[src/rtl/mem_port_arbiter.sv]
// Shares one physical memory line port between the instruction-cache miss path
// and the data-cache miss/writeback path, round-robin, one transaction at a time.
module mem_port_arbiter #(
   parameter int LINE_WIDTH  = 256,
   parameter int ADDR_WIDTH  = 32,
   parameter int OFFSET_BITS = 5
) (
   input  logic                  clk,
   input  logic                  rst,
   input  logic                  i_read,
   input  logic [ADDR_WIDTH-1:0] i_address,
   output logic [LINE_WIDTH-1:0] i_rdata,
   output logic                  i_resp,
   input  logic                  d_read,
   input  logic                  d_write,
   input  logic [ADDR_WIDTH-1:0] d_address,
   input  logic [LINE_WIDTH-1:0] d_wdata,
   output logic [LINE_WIDTH-1:0] d_rdata,
   output logic                  d_resp,
   output logic                  pmem_read,
   output logic                  pmem_write,
   output logic [ADDR_WIDTH-1:0] pmem_address,
   output logic [LINE_WIDTH-1:0] pmem_wdata,
   input  logic [LINE_WIDTH-1:0] pmem_rdata,
   input  logic                  pmem_resp
);

   typedef enum logic [1:0] {IDLE, GRANT_I, GRANT_D, RESP} state_t;
   typedef enum logic {SIDE_I, SIDE_D} side_t;

   state_t                state;
   side_t                 rr_last;
   logic                  i_req;
   logic                  d_req;
   logic                  grant_i;
   logic                  grant_d;
   logic [ADDR_WIDTH-1:0] i_line_addr;
   logic [ADDR_WIDTH-1:0] d_line_addr;

   // On a tie the side that did not win last time is granted.
   always_comb begin
      i_req   = i_read;
      d_req   = d_read | d_write;
      grant_d = d_req && (!i_req || rr_last == SIDE_I);
      grant_i = i_req && !grant_d;
   end

   assign i_line_addr = {i_address[ADDR_WIDTH-1:OFFSET_BITS], {OFFSET_BITS{1'b0}}};
   assign d_line_addr = {d_address[ADDR_WIDTH-1:OFFSET_BITS], {OFFSET_BITS{1'b0}}};

   always_ff @(posedge clk or posedge rst) begin
      if (rst) begin
         // NOTE: the wide line registers are reset too because they drive ports that must read 0 out of reset.
         state        <= IDLE;
         rr_last      <= SIDE_I;
         pmem_read    <= 1'b0;
         pmem_write   <= 1'b0;
         pmem_address <= '0;
         pmem_wdata   <= '0;
         i_resp       <= 1'b0;
         d_resp       <= 1'b0;
         i_rdata      <= '0;
         d_rdata      <= '0;
      end else begin
         case (state)
            IDLE: begin
               if (grant_d) begin
                  assert (!d_read || !d_write)
                     else $warning("mem_port_arbiter: d_read and d_write both high, performing the write");
                  pmem_address <= d_line_addr;
                  pmem_wdata   <= d_wdata;
                  pmem_write   <= d_write;
                  pmem_read    <= !d_write;
                  rr_last      <= SIDE_D;
                  state        <= GRANT_D;
               end else if (grant_i) begin
                  pmem_address <= i_line_addr;
                  pmem_wdata   <= d_wdata;
                  pmem_write   <= 1'b0;
                  pmem_read    <= 1'b1;
                  rr_last      <= SIDE_I;
                  state        <= GRANT_I;
               end
            end
            GRANT_I, GRANT_D: begin
               // Strobe, address and write line stay frozen until memory answers.
               if (pmem_resp) begin
                  pmem_read  <= 1'b0;
                  pmem_write <= 1'b0;
                  if (state == GRANT_I) begin
                     i_resp <= 1'b1;
                     if (pmem_read) i_rdata <= pmem_rdata;
                  end else begin
                     d_resp <= 1'b1;
                     if (pmem_read) d_rdata <= pmem_rdata;
                  end
                  state <= RESP;
               end
            end
            RESP: begin
               // One dead cycle lets a requester drop its level before the next grant.
               i_resp <= 1'b0;
               d_resp <= 1'b0;
               state  <= IDLE;
            end
            default: state <= IDLE;
         endcase
      end
   end

endmodule

[config.mk]
export PLATFORM = sky130hd
export DESIGN_NAME = mem_port_arbiter
export DESIGN_NICKNAME = d
export VERILOG_FILES = /design/src/rtl/mem_port_arbiter.sv
export SDC_FILE = /design/constraint.sdc
export NUM_CORES = 2
export LEC_CHECK = 0
export BUFFER_PORTS_ARGS = -buffer_cell sky130_fd_sc_hd__buf_2
export CAP_MARGIN = 20
export CORE_AREA = 10 10 537 539
export DETAILED_ROUTE_END_ITERATION = 7
export DIE_AREA = 0 0 547 549
export GPL_ROUTABILITY_DRIVEN = 0
export SLEW_MARGIN = 10
export SYNTH_ARGS = -nofsm -noshare
export SYNTH_HDL_FRONTEND = slang
export SYNTH_SLANG_ARGS = --single-unit
[constraint.sdc]
create_clock -name clk -period 28.5 [get_ports clk]
set_clock_uncertainty 0.2 [all_clocks]
set_input_delay 0 -clock clk [delete_from_list [all_inputs] [get_ports clk]]
set_output_delay 0 -clock clk [all_outputs]
set_load 0.005 [all_outputs]
==> out/results.txt <==
design internal power: 0.00355 W
Core Box Area: 278000 um2
most frequent cells after synthesis: sky130_fd_sc_hd__dfrtp_1 (802), sky130_fd_sc_hd__mux2_2 (702), sky130_fd_sc_hd__mux2_1 (67)
total routed wirelength: 198000 um
count of standard-cell rows: 194
areal power density over the cells: 98.1 nW/um2
total iterations of the first detailed-routing run: 5
met3 global-route usage: 0.0602
number of global-route vias before repair: 29439
worst hold slack: 27.1 ps
count of clock tree sinks: 802
synth top area cells: sky130_fd_sc_hd__dfrtp_1 (67%), sky130_fd_sc_hd__mux2_2 (26%), sky130_fd_sc_hd__mux2_1 (2.5%)
antenna viol nets, final: 1
post-route minimum period: 5720 ps
cells after synthesis: 1785
leakage power: 26.0 nW
switching power summed over all nets: 0.00192 W
sequential area share after synthesis: 0.667
# IOs: 1386
Yosys top cell by area: sky130_fd_sc_hd__dfrtp_1
Worst-Margin Slew: 969 ps
mean area per synthesized cell: 16.9 um2
buffers inserted by post-CTS timing repair: 0
number of antenna violations at the first check in global routing: 163
net count of the finished layout: 4873
Hold Fails Final Rpt: 0
setup repair after global routing missed its margin: no
first element of the critical path: state[1]$_DFFE_PP0P_
Reg clk slew, reported paths: 60 ps
initial standard-cell utilization of the core: 0.108
largest net degree at the start of global routing: 117
failing checks: antenna rules
max-slew violations: 0
count leader, synth: sky130_fd_sc_hd__dfrtp_1
starting DRC count in detailed routing: 1787
busiest grt layer: met2
status: finished, violations left
type of the worst setup path: register to register
post-CTS resize count: 0
Post-Place Cells: 6808
wire length of the first global-routing pass: 263000 um
part of the power in registers: 0.369
area share of the leading cell type in the synthesized netlist: 0.667
highest clock rate: 175 MHz
root cell of the clock tree: sky130_fd_sc_hd__clkbuf_16
GR Layer Usage met2: 0.212
final number of setup-violating endpoints: 0
fraction of final layout cells sized beyond drive strength 1: 0.517
area of all placed cells without fillers: 55800 um2
data required time of the worst path: 28950 ps
aggregate global routing overflow: 0
Max IR drop VDD: 0.0582 mV
clock latency reported for the late side of the worst-skew pair: 760 ps
critical path endpoint category: register
number of DRC violations after detailed routing: 0
Max-cap violations: 0
post-synthesis async set-or-reset flop share: 1.00
crit-path max FO: 71
number of warnings printed during yosys synthesis: 0
area of the die: 300000 um2
net switching fraction of the power: 0.351
Die Width: 547 um
remaining max-slew budget at the tightest pin: 0.354
total via count in the routed design: 26973
detail-routed via count per cell: 3.31
H-Tree Depth: 3
primary flip-flop cell chosen by synthesis mapping: sky130_fd_sc_hd__dfrtp_1
number of hold buffers added after cts: 1102
Gate power share: 0.397
number of buffers between clock root and the deepest sink: 4
Clock Power Share: 0.234
class of the most critical hold timing path: input pin to register
number of synthesized register bits: 802
met1 track utilization from global routing: 0.141
number of buffers created by CTS: 95
CTS tree: done
data arrival time at the worst-slack endpoint: 6160 ps
number of distinct library cell variants in the gate-level netlist after synthesis: 30
count of buffers from port buffering: 1370
global-route total usage across every layer: 0.125
count of flip-flops with a built-in enable after synthesis: 0
crit path launch type: register
Sum Neg Setup Slack: 0 ps
average wire length per cell after detail routing: 24.3 um
estimated wirelength of the detail-placed design: 159000 um
netlist area before placement: 30100 um2
y dimension of the die: 549 um
launch point of the worst reg-to-reg path: state[1]$_DFFE_PP0P_
min-delay src: pmem_rdata[94]
number of standard cells in the layout, taps in and fillers out: 8141
Layout Area Growth over Synthesis: 85.3%
final critical-path share of the clock period: 0.201
placed instance area: 41300 um2
[layout make-up]
class / instances / area, um2
clock inverters: 31 / 489
fillers: 29473 / 222000
inverters: 3 / 18.8
clock buffers: 133 / 2740
repair buffers: 2500 / 18200
well taps: 3724 / 4660
diodes: 64 / 160
multi-input cells: 884 / 9470
flip-flops and latches: 802 / 20100
[per-layer routing]
metal	up-vias	part of all wire
met5	-	0.0045
met4	136	0.033
met3	494	0.11
met2	1519	0.47
met1	13415	0.38
li1	11409	-
[flip-flops by register name, indices dropped and copies added, names as in the netlist]
register,flops
d_rdata,256
d_resp,1
i_rdata,256
i_resp,1
pmem_address,27
pmem_read,1
pmem_wdata,256
pmem_write,1
rr_last,1
state,2
[logic make-up (layout without fill, tap and decap cells)]
family                   Yosys count  count (layout)  share of synthesized area
AO/OA/AOI/OAI                     41              41                    0.00856
multiplexers                     799             799                      0.298
other                              1              69                   0.000125
flip-flops                       802             802                      0.667
buffers and inverters            103            2667                     0.0202
adder cells (fa/ha/maj)            5               5                    0.00208
AND/OR/NAND/NOR                   34              34                    0.00474
[critical path: stages (launching register included)]
cell,delay (ps)
sky130_fd_sc_hd__dfrtp_1,390
sky130_fd_sc_hd__inv_1,110
sky130_fd_sc_hd__ha_1,310
sky130_fd_sc_hd__o31ai_4,250
sky130_fd_sc_hd__buf_4,720
sky130_fd_sc_hd__buf_4,740
sky130_fd_sc_hd__buf_4,800
sky130_fd_sc_hd__buf_4,700
sky130_fd_sc_hd__buf_4,660
sky130_fd_sc_hd__mux2_2,410
[power by group through the flow]
| stage | logic (W) | clock network, W | registers [W] |
|---|---|---|---|
| floorplan | 0.000738 | 0 | 0.00204 |
| global placement | 0.00198 | 0 | 0.00198 |
| detailed placement | 0.00200 | 0 | 0.00201 |
| CTS | 0.00221 | 0.00132 | 0.00200 |
| global route | 0.00231 | 0.00136 | 0.00208 |
| finish | 0.00217 | 0.00128 | 0.00202 |
[worst paths after layout]
path                                               endpoint  slack, ps  cells past startpoint
max in group asynchronous          d_rdata[209]$_DFFE_PP0P_      23180                      9
worst max-delay path            pmem_wdata[170]$_DFFE_PP0P_      22780                      9
worst min register to register  pmem_wdata[237]$_DFFE_PP0P_        290                      1
worst min-delay path                d_rdata[94]$_DFFE_PP0P_         30                      3
worst max register to register  pmem_wdata[170]$_DFFE_PP0P_      22780                      9
min in group asynchronous           i_rdata[63]$_DFFE_PP0P_        340                      4
[cell usage in the layout (no fill, tap or decap), drive strengths merged, types with 2 or more instances in the layout]
cell type / instances
buf: 1398
diode: 64
o2bb2ai: 2
mux2i: 30
clkinv: 14
o41ai: 2
a21oi: 2
dlygate4sd3: 1102
inv: 6
bufinv: 12
nor3: 2
nand2: 27
conb: 5
ha: 5
clkinvlp: 2
o21ai: 27
mux2: 769
o31ai: 3
clkbuf: 133
dfrtp: 802
[through the flow]
step | setup slack [ps] | total power, W | utilization
global route | 22460 | 0.00575 | 0.200
global placement | 22880 | 0.00396 | 0.149
detailed placement | 22750 | 0.00401 | 0.149
CTS | 22730 | 0.00553 | 0.200
floorplan | 5780 | 0.00278 | -
finish | 22780 | 0.00547 | 0.201
Power figures use the tool's default switching activity.
